==> src/rtl/procesador_multiciclo_pkg.sv <==
// Shared definitions for the multi-cycle RV32I-subset core: opcodes, ALU op codes,
// FSM state encodings and the funct3/funct7 ALU decoder.
package procesador_multiciclo_pkg;

    localparam logic [6:0] OP_LW  = 7'b0000011;
    localparam logic [6:0] OP_SW  = 7'b0100011;
    localparam logic [6:0] OP_R   = 7'b0110011;
    localparam logic [6:0] OP_I   = 7'b0010011;
    localparam logic [6:0] OP_JAL = 7'b1101111;
    localparam logic [6:0] OP_BEQ = 7'b1100011;

    typedef enum logic [2:0] {
        ALU_ADD, ALU_SUB, ALU_AND, ALU_OR, ALU_SLT
    } alu_op_t;

    typedef enum logic [3:0] {
        S_FETCH    = 4'd0,
        S_DECODE   = 4'd1,
        S_MEMADR   = 4'd2,
        S_MEMREAD  = 4'd3,
        S_MEMWB    = 4'd4,
        S_MEMWRITE = 4'd5,
        S_EXECR    = 4'd6,
        S_EXECI    = 4'd7,
        S_JAL      = 4'd8,
        S_ALUWB    = 4'd9,
        S_BEQ      = 4'd10,
        S_HALT     = 4'd11
    } state_t;

    // sub only ever comes from funct7[5] on R-type; I-type passes 0.
    function automatic alu_op_t alu_decode(input logic [2:0] funct3, input logic sub);
        alu_op_t op;
        case (funct3)
            3'b000:  op = sub ? ALU_SUB : ALU_ADD;
            3'b010:  op = ALU_SLT;
            3'b110:  op = ALU_OR;
            3'b111:  op = ALU_AND;
            default: op = ALU_ADD;
        endcase
        return op;
    endfunction

endpackage

==> src/rtl/procesador_multiciclo_regfile.sv <==
// Register file: 2 asynchronous read ports, 1 synchronous write port, x0 reads as zero.
// Not reset; a same-edge read of the written register sees the old value.
module regfile_2r1w #(
    parameter int XLEN       = 32,
    parameter int REG_ADDR_W = 5
) (
    input  logic                  clk,
    input  logic                  we,
    input  logic [REG_ADDR_W-1:0] waddr,
    input  logic [XLEN-1:0]       wdata,
    input  logic [REG_ADDR_W-1:0] raddr1,
    input  logic [REG_ADDR_W-1:0] raddr2,
    output logic [XLEN-1:0]       rdata1,
    output logic [XLEN-1:0]       rdata2
);

    logic [XLEN-1:0] regs [0:(2**REG_ADDR_W)-1];

    always_ff @(posedge clk) begin
        if (we && (waddr != '0))
            regs[waddr] <= wdata;
    end

    assign rdata1 = (raddr1 == '0) ? '0 : regs[raddr1];
    assign rdata2 = (raddr2 == '0) ? '0 : regs[raddr2];

endmodule

==> src/rtl/procesador_multiciclo.sv <==
// Multi-cycle RV32I-subset core with one shared ALU and a single req/ready memory port.
// Optional macro RETIRE_CNT_EN adds the 32-bit retire_cnt output.
module procesador_multiciclo
    import procesador_multiciclo_pkg::*;
#(
    parameter int              XLEN       = 32,
    parameter logic [XLEN-1:0] RESET_PC   = '0,
    parameter int              REG_ADDR_W = 5
) (
    input  logic            clk,
    input  logic            reset,
    output logic            mem_req,
    output logic            mem_we,
    output logic [XLEN-1:0] mem_addr,
    output logic [XLEN-1:0] mem_wdata,
    input  logic [XLEN-1:0] mem_rdata,
    input  logic            mem_ready,
    output logic            halted,
    output logic [3:0]      state_dbg
`ifdef RETIRE_CNT_EN
    ,
    output logic [31:0]     retire_cnt
`endif
);

    state_t          state, state_nxt;
    logic            run;
    logic [XLEN-1:0] pc, old_pc, ir, a, b, alu_out, data;
    logic [XLEN-1:0] imm_i, imm_s, imm_b, imm_j;
    logic [XLEN-1:0] alu_a, alu_b, alu_y;
    logic [XLEN-1:0] rs1_data, rs2_data, rf_wdata;
    alu_op_t         alu_op;
    logic [6:0]      opcode;
    logic            xfer, rf_we;

    assign opcode = ir[6:0];
    assign imm_i  = {{(XLEN-12){ir[31]}}, ir[31:20]};
    assign imm_s  = {{(XLEN-12){ir[31]}}, ir[31:25], ir[11:7]};
    assign imm_b  = {{(XLEN-13){ir[31]}}, ir[31], ir[7], ir[30:25], ir[11:8], 1'b0};
    assign imm_j  = {{(XLEN-21){ir[31]}}, ir[31], ir[19:12], ir[20], ir[30:21], 1'b0};

    // run stays low through the reset cycle so the port is idle while reset is applied
    assign mem_req   = run && (state == S_FETCH || state == S_MEMREAD || state == S_MEMWRITE);
    assign mem_we    = run && (state == S_MEMWRITE);
    assign mem_addr  = (state == S_FETCH) ? pc : alu_out;
    assign mem_wdata = b;
    assign xfer      = mem_req && mem_ready;
    assign halted    = (state == S_HALT);
    assign state_dbg = state;

    assign rf_we    = (state == S_MEMWB) || (state == S_ALUWB);
    assign rf_wdata = (state == S_MEMWB) ? data : alu_out;

    regfile_2r1w #(.XLEN(XLEN), .REG_ADDR_W(REG_ADDR_W)) u_regfile (
        .clk    (clk),
        .we     (rf_we),
        .waddr  (ir[7 +: REG_ADDR_W]),
        .wdata  (rf_wdata),
        .raddr1 (ir[15 +: REG_ADDR_W]),
        .raddr2 (ir[20 +: REG_ADDR_W]),
        .rdata1 (rs1_data),
        .rdata2 (rs2_data)
    );

    always_comb begin
        alu_a  = a;
        alu_b  = b;
        alu_op = ALU_ADD;
        case (state)
            S_DECODE: begin alu_a = old_pc; alu_b = imm_b; end
            S_MEMADR: alu_b = (opcode == OP_SW) ? imm_s : imm_i;
            S_EXECR:  alu_op = alu_decode(ir[14:12], ir[30]);
            S_EXECI:  begin alu_b = imm_i; alu_op = alu_decode(ir[14:12], 1'b0); end
            S_JAL:    begin alu_a = old_pc; alu_b = imm_j; end
            default:  ;
        endcase
    end

    always_comb begin
        case (alu_op)
            ALU_SUB: alu_y = alu_a - alu_b;
            ALU_AND: alu_y = alu_a & alu_b;
            ALU_OR:  alu_y = alu_a | alu_b;
            ALU_SLT: alu_y = {{(XLEN-1){1'b0}}, $signed(alu_a) < $signed(alu_b)};
            default: alu_y = alu_a + alu_b;
        endcase
    end

    always_comb begin
        state_nxt = state;
        case (state)
            S_FETCH:    if (xfer) state_nxt = S_DECODE;
            S_DECODE: begin
                case (opcode)
                    OP_LW, OP_SW: state_nxt = S_MEMADR;
                    OP_R:         state_nxt = S_EXECR;
                    OP_I:         state_nxt = S_EXECI;
                    OP_JAL:       state_nxt = S_JAL;
                    OP_BEQ:       state_nxt = S_BEQ;
                    default:      state_nxt = S_HALT;
                endcase
            end
            S_MEMADR:   state_nxt = (opcode == OP_LW) ? S_MEMREAD : S_MEMWRITE;
            S_MEMREAD:  if (xfer) state_nxt = S_MEMWB;
            S_MEMWRITE: if (xfer) state_nxt = S_FETCH;
            S_EXECR, S_EXECI, S_JAL: state_nxt = S_ALUWB;
            S_MEMWB, S_ALUWB, S_BEQ: state_nxt = S_FETCH;
            S_HALT:     state_nxt = S_HALT;
            default:    state_nxt = S_FETCH;
        endcase
    end

    always_ff @(posedge clk) begin
        if (!reset) begin
            state   <= S_FETCH;
            run     <= 1'b0;
            pc      <= RESET_PC;
            old_pc  <= '0;
            ir      <= '0;
            a       <= '0;
            b       <= '0;
            alu_out <= '0;
            data    <= '0;
        end else begin
            run   <= 1'b1;
            state <= state_nxt;
            case (state)
                S_FETCH: if (xfer) begin
                    ir     <= mem_rdata;
                    old_pc <= pc;
                    pc     <= pc + XLEN'(4);
                end
                S_DECODE: begin
                    a       <= rs1_data;
                    b       <= rs2_data;
                    alu_out <= alu_y;
                end
                S_MEMADR, S_EXECR, S_EXECI: alu_out <= alu_y;
                S_MEMREAD: if (xfer) data <= mem_rdata;
                S_JAL: begin
                    pc      <= alu_y;
                    alu_out <= old_pc + XLEN'(4);
                end
                S_BEQ: if (a == b) pc <= alu_out;
                default: ;
            endcase
        end
    end

`ifdef RETIRE_CNT_EN
    always_ff @(posedge clk) begin
        if (!reset)
            retire_cnt <= '0;
        else if (state_nxt == S_FETCH && (state == S_MEMWB || state == S_MEMWRITE ||
                                          state == S_ALUWB || state == S_BEQ))
            retire_cnt <= retire_cnt + 32'd1;
    end
`endif

endmodule
==> config.mk <==
export PLATFORM = sky130hd
export DESIGN_NAME = procesador_multiciclo
export DESIGN_NICKNAME = d
export VERILOG_FILES = /design/src/rtl/procesador_multiciclo_pkg.sv /design/src/rtl/procesador_multiciclo_regfile.sv /design/src/rtl/procesador_multiciclo.sv
export SDC_FILE = /design/constraint.sdc
export NUM_CORES = 2
export LEC_CHECK = 0
export ABC_AREA = 0
export CORE_ASPECT_RATIO = 0.8
export CORE_MARGIN = 2
export CORE_UTILIZATION = 35
export DETAILED_ROUTE_END_ITERATION = 16
export PLACE_DENSITY_LB_ADDON = 0.12
export SYNTH_ARGS = -nofsm -noshare
export SYNTH_HDL_FRONTEND = slang
export SYNTH_SLANG_ARGS = --single-unit
==> constraint.sdc <==
create_clock -name clk -period 10.1 [get_ports clk]
set_clock_uncertainty 0.15 [all_clocks]
set_input_delay 2.02 -clock clk [delete_from_list [all_inputs] [get_ports clk]]
set_output_delay 2.02 -clock clk [all_outputs]
set_load 0.01 [all_outputs]
* Word-level counts from Yosys, hierarchy flattened
Memory sizes are Yosys's and may differ from the RTL's. A register that Yosys moved wholly into a read port is not among the register bits.
Cells that the tools add are included.
** Word-level totals
- Register bits :: 229
- Memory bits (writable) :: 1024
- Bits of input ports :: 35
- Output and inout port bits :: 71
- Logic and storage cells :: 97
- Memories :: 1
** Cells by class
- Add/subtract/negate cells :: 4
- Order comparisons :: 1
- Eq/ne operators :: 29
- Mux-type cells :: 29
- Bitwise logic cells :: 2
- Reductions and logical operators :: 22
** Memory list
- u_regfile.regs :: words 32, width 32, rd ports 2, clocked after memory_dff 2, wr ports 1, line procesador_multiciclo_regfile.sv:17 : logic [XLEN-1:0] regs [0:(2**REG_ADDR_W)-1];
** Operators by type and width (count)
- $pmux W32 S4 :: 2
- $mux W32 :: 7
- $pmux W32 S3 :: 1
- $add A32 B3 Y32 const B :: 2
- $pmux W32 S2 :: 1
- $add A32 B32 Y32 :: 1
- $and A32 B32 Y32 :: 1
- $eq A32 B32 Y1 :: 1
- $lt A32 B32 Y1 :: 1
- $or A32 B32 Y32 :: 1
- $sub A32 B32 Y32 :: 1
- $pmux W4 S7 :: 1
- $mux W5 :: 5
- $pmux W4 S5 :: 1
- $eq A4 B3 Y1 const B :: 4
- $eq A4 B4 Y1 const B :: 4
- $eq A7 B6 Y1 const B :: 2
- $eq A7 B7 Y1 const B :: 2
- $mux W4 :: 3
- $pmux W3 S4 :: 1
- $logic_not A5 Y1 :: 2
- $eq A3 B2 Y1 const B :: 3
- $eq A3 B3 Y1 const B :: 3
- $pmux W3 S3 :: 1
- other kinds (21) :: 36

* Longest topological paths before layout
- Word-level depth :: 8
- Mapped depth :: 23
- Depth with buffers taken out :: 19

* Hierarchy
From an unflattened synthesis, not the netlist that was laid out.
** Second synthesis, totals
- Cell total of the unflattened synthesis :: 4898
- Area total of the unflattened synthesis :: 64732.1 um^2
** Modules (own cells, without submodules)
- regfile_2r1w :: instances 1, cells an instance 2564, area each 47929.7 um^2
- procesador_multiciclo :: instances 1, cells an instance 2334, area each 16802.4 um^2

* Least setup slack after synthesis
OpenSTA, ideal clock, no wires.
- Kind :: register to register
- From :: register state[0] (netlist: state_dbg[0])
- To :: register alu_out[27]
- Arrival :: 4.672 ns
- Data required time :: 9.821 ns
- Setup slack :: 5.148 ns
- Cell stages (with the launch flop) :: 19
- Path buffers :: 5
- Period minus slack after synthesis :: 4.952 ns
- Cells stage by stage :: dfxtp_1 clkbuf_1 nor2b_1 clkbuf_1 and2_1 clkbuf_1 nor2_1 clkbuf_1 mux2_2 ha_1 buf_6 or4_4 or4_4 a211oi_2 o2111a_1 nor2_1 a221o_1 a21oi_1 o32ai_1
** Between the ends
- Longest elaborated chain between the ends :: 6
- Elaborated cells between the ends (all ways) :: 21
- Those cells by class :: add/sub: 2; eq/ne: 9; mux: 5; bitwise: 2; reduce/logical: 3
** Ends and longest elaborated chain
- start: declaration :: line procesador_multiciclo.sv:26 : state_t state, state_nxt;
- start signal: assignment :: line procesador_multiciclo.sv:126 : state <= state_nxt;
- $eq A4 B4 Y1 or $eq A4 B1 Y1 (tied branches) :: line procesador_multiciclo.sv:69, procesador_multiciclo.sv:127
- $reduce_or A2 Y1 (no source line)
- $mux W32 :: line procesador_multiciclo.sv:69 : case (state)
- $add A32 B32 Y32, or another cell as far along :: line procesador_multiciclo.sv:85 : default: alu_y = alu_a + alu_b;
- $pmux W32 S4 :: line procesador_multiciclo.sv:80 : case (alu_op)
- $pmux W32 S2 :: line procesador_multiciclo.sv:127 : case (state)
- end signal: assignment :: line procesador_multiciclo.sv:136 : alu_out <= alu_y;
- end signal: assignment :: line procesador_multiciclo.sv:138 : S_MEMADR, S_EXECR, S_EXECI: alu_out <= alu_y;
- end signal: assignment :: line procesador_multiciclo.sv:142 : alu_out <= old_pc + XLEN'(4);
- end: declaration :: line procesador_multiciclo.sv:28 : logic [XLEN-1:0] pc, old_pc, ir, a, b, alu_out, data;
Several ways; a longest one is shown, not always the timed one.
A chain may end at the register's enable or synchronous reset.

* Worst setup path after layout
- From :: register state[0] (netlist: state_dbg[0])
- To :: register alu_out[22]
The elaborated chain is that of the path after synthesis.

==> results.py <==
metrics = {
    "min_path": {
        "hp-class": "reg2reg",
    },
    "synthesis": {
        "synth_edf_count": 1024,
        "ys_seq_area_share_pct": 55.8,
        "ys_ff_latch": 1263,
        "synth-main-ff-cell": "edfxtp_1",
        "ys.warnings.count": 0,
        "synth_cell_types": 94,
        "syn_avg_cell_area_sq_um": 15.0,
        "synth_area_sq_um": 63700,
        "synth_cells": 4258,
        "async_flop_share_pct": 0,
    },
    "floorplanning": {
        "core_area_sq_um": 180000,
        "die_area_sq_um": 185000,
        "initial_utilization_pct": 35.3,
        "rows": 139,
        "die_w_um": 481,
        "dieHeight_um": 385,
        "io_pins": 106,
    },
    "detailed_routing": {
        "drt-total-wl_um": 228000,
        "post_drt_wl_per_cell_um": 33.5,
        "drt_iter0_markers": 4837,
        "drt-pass1-iter-count": 6,
        "via_per_inst": 5.98,
        "vias": 40700,
        "remaining_drc_errors": 0,
        "ant_nets": 0,
    },
    "clock_tree": {
        "clk_latency_ns": 0.79,
        "ctsHoldBuffers": 0,
        "cts-root-buf": "clkbuf_16",
        "cts_setup_buffers": 0,
        "cts.sinks": 1263,
        "cts_buffers": 134,
        "cts_max_path_buffers": 3,
        "cts.clk_slew.worst_paths_ns": 0.06,
        "cts_tree": "built",
        "h-tree-depth": 4,
        "ctsResizeCount": 0,
    },
    "global_routing": {
        "antenna_found_initial": 5,
        "track_usage_pct": 24.5,
        "grt_pass1_vias": 40100,
        "grt_max_degree": 122,
        "grt_pass1_wl_um": 319000,
        "grt_overflow": 0,
    },
    "setup_path": {
        "cp-end-kind": "flip-flop",
        "crit_end": "alu_out[22]",
        "worstPathRequired_ns": 10.60,
        "r2r-end": "alu_out[22]",
        "rrSetupSlack_ns": 3.15,
        "arrival_ns": 7.45,
        "ff2ff_path_depth": 21,
        "cp_max_fo": 40,
        "r2r_start": "state_dbg[0]",
        "crit_type": "reg2reg",
        "worst_setup_path_start_kind": "flip-flop",
        "startpoint": "state_dbg[0]",
    },
    "timing": {
        "max_slew_margin_pct": 16.2,
        "finalCritPeriodShare_pct": 68.8,
        "tns_ns": 0,
        "setup_viol": 0,
        "layout_min_cycle_time_ns": 6.95,
        "finalHoldViolCount": 0,
        "worstMarginPinSlew_ns": 1.25,
        "slew_violations": 0,
        "fmax_ghz": 0.144,
        "rsz0062_at_grt": "false",
    },
    "pwr": {
        "ir_worst_vdd_mv": 0.192,
        "power_frac_comb_pct": 28.2,
        "seqPwrFrac_pct": 39.4,
        "leakagePower_nw": 22.3,
        "p_switching_w": 0.00530,
        "powerDensity_nw_per_um2": 222,
        "intPower_w": 0.0107,
        "switching_share_pct": 33.1,
        "clkPwrFrac_pct": 32.4,
    },
    "cells_and_area": {
        "utilization_pct": 40.1,
        "drive_above_1_share_pct": 25.1,
        "fillCellCount": 16700,
        "num-nets-final": 4438,
        "final_common_cell": "edfxtp_1",
        "syn_to_final_growth_pct": 13.4,
        "final_cell_mix": "1024 x edfxtp_1, 640 x mux4_2, 346 x nand2_1",
    },
    "outcome": {
        "status": "complete, no violations",
    },
    "flow_run": {
        "max_cap_violations": 0,
    },
    "placed_design": {
        "port_buffers": 105,
        "hpwl_um": 141000,
        "place_congestion": 0.947,
    },
}
-- cell families (layout without fill, tap and decap cells) --
| group | count (synthesis) | in the layout | share of synthesized area (%) |
|---|---|---|---|
| AO/OA/AOI/OAI | 710 | 710 | 7.17 |
| flip-flops | 1263 | 1263 | 55.8 |
| other | 1 | 35 | 0.00589 |
| XOR/XNOR | 68 | 68 | 0.935 |
| multiplexers | 802 | 802 | 25.4 |
| buffers and inverters | 438 | 555 | 2.64 |
| AND/OR/NAND/NOR | 875 | 875 | 6.07 |
| adder cells (fa/ha/maj) | 101 | 101 | 2.00 |
-- worst min path at each step --
stage | from | to | cells after the start | slack (ns)
finish | data[20] | data[20] | 2 | 0.31
global route | data[20] | data[20] | 2 | 0.33
CTS | ir[1] | ir[1] | 2 | 0.31
detailed placement | data[20] | data[20] | 2 | 0.30
global placement | ir[1] | ir[1] | 2 | 0.29
floorplan | data[0] | data[0] | 2 | 0.28
-- power groups by stage --
stage | combinational (W) | clock [W] | sequential (W)
finish | 0.00451 | 0.00518 | 0.00631
global route | 0.00481 | 0.00548 | 0.00633
detailed placement | 0.00448 | 0 | 0.00642
CTS | 0.00449 | 0.00528 | 0.00631
global placement | 0.00449 | 0 | 0.00642
floorplan | 0.00303 | 0 | 0.00619
-- sequential cells by signal (all words and copies together) (netlist names), named ones only --
name            flops
alu_out            32
ir                 32
data               32
a                  32
mem_wdata          32
u_regfile.regs   1024
run                 1
old_pc             32
state_dbg           4
pc                 32
-- Yosys cell counts, drive strengths merged (19+ instances only) --
cell	instances	share of area, %
clkbuf	221	1.3
nand3	61	0.48
o21ai	107	0.84
buf	102	0.66
a31oi	28	0.28
nand4	23	0.23
xor2	46	0.63
xnor2	22	0.30
mux4	640	23
mux2	92	1.6
a221oi	21	0.31
o21a	21	0.25
nand2b	22	0.22
o22ai	20	0.20
nor2	268	1.6
a21oi	295	2.3
nor3	51	0.42
nand2	348	2.1
and3	25	0.25
dfxtp	239	7.5
o221ai	19	0.27
edfxtp	1024	48
ha	98	1.9
a21o	27	0.32
inv	112	0.66
mux2i	70	1.1
-- worst max-delay path: stages (launching register included) --
cell       delay [ns]
dfxtp_1          0.85
nor2_1           0.11
nand2_1          0.10
buf_4            0.37
nor2_4           0.03
buf_4            0.32
nor2_4           0.33
buf_4            0.47
mux2i_1          0.22
inv_1            0.09
ha_1             0.20
inv_1            0.08
fa_1             0.47
nand2b_1         0.19
a21oi_1          0.20
o211ai_1         0.23
a211oi_1         0.82
o31ai_1          0.36
and2_1           0.27
a2111oi_2        0.47
o2111a_1         0.27
o32ai_1          0.09
-- per-stage QoR --
| stage | setup slack (ns) | hold slack (ns) | power [W] | cell area (sq um) | instances |
|---|---|---|---|---|---|
| floorplan | 5.15 | 0.283 | 0.00922 | 63800 | 4289 |
| global placement | 3.48 | 0.293 | 0.0109 | 67700 | 6564 |
| detailed placement | 3.39 | 0.296 | 0.0109 | 67700 | 6564 |
| CTS | 3.36 | 0.305 | 0.0161 | 72200 | 6803 |
| global route | 2.87 | 0.328 | 0.0166 | 72200 | 6803 |
| finish | 3.15 | 0.306 | 0.0160 | 72200 | 6806 |
-- routing by layer --
layer / share of wire, % / track usage [%] / vias to the layer above
met5: 0 / 0 / -
met4: 2.3 / 6.12 / 0
met3: 6.3 / 3.93 / 253
met2: 46 / 38.0 / 1552
met1: 45 / 35.8 / 21700
li1: - / - / 17100
-- area by class of cell --
cell class                      count  area [sq um]  area share (%)
Sequential cell                  1263         35600            49.3
Multi-Input combinational cell   2588         26900            37.2
Clock buffer                      174          3640            5.04
Tap cell                         2397          3000            4.15
Timing Repair Buffer              201          1820            2.52
Clock inverter                     65           847            1.17
Inverter                          115           437           0.605
Antenna cell                        3          7.51          0.0104
(Power assumes the default switching activity.)
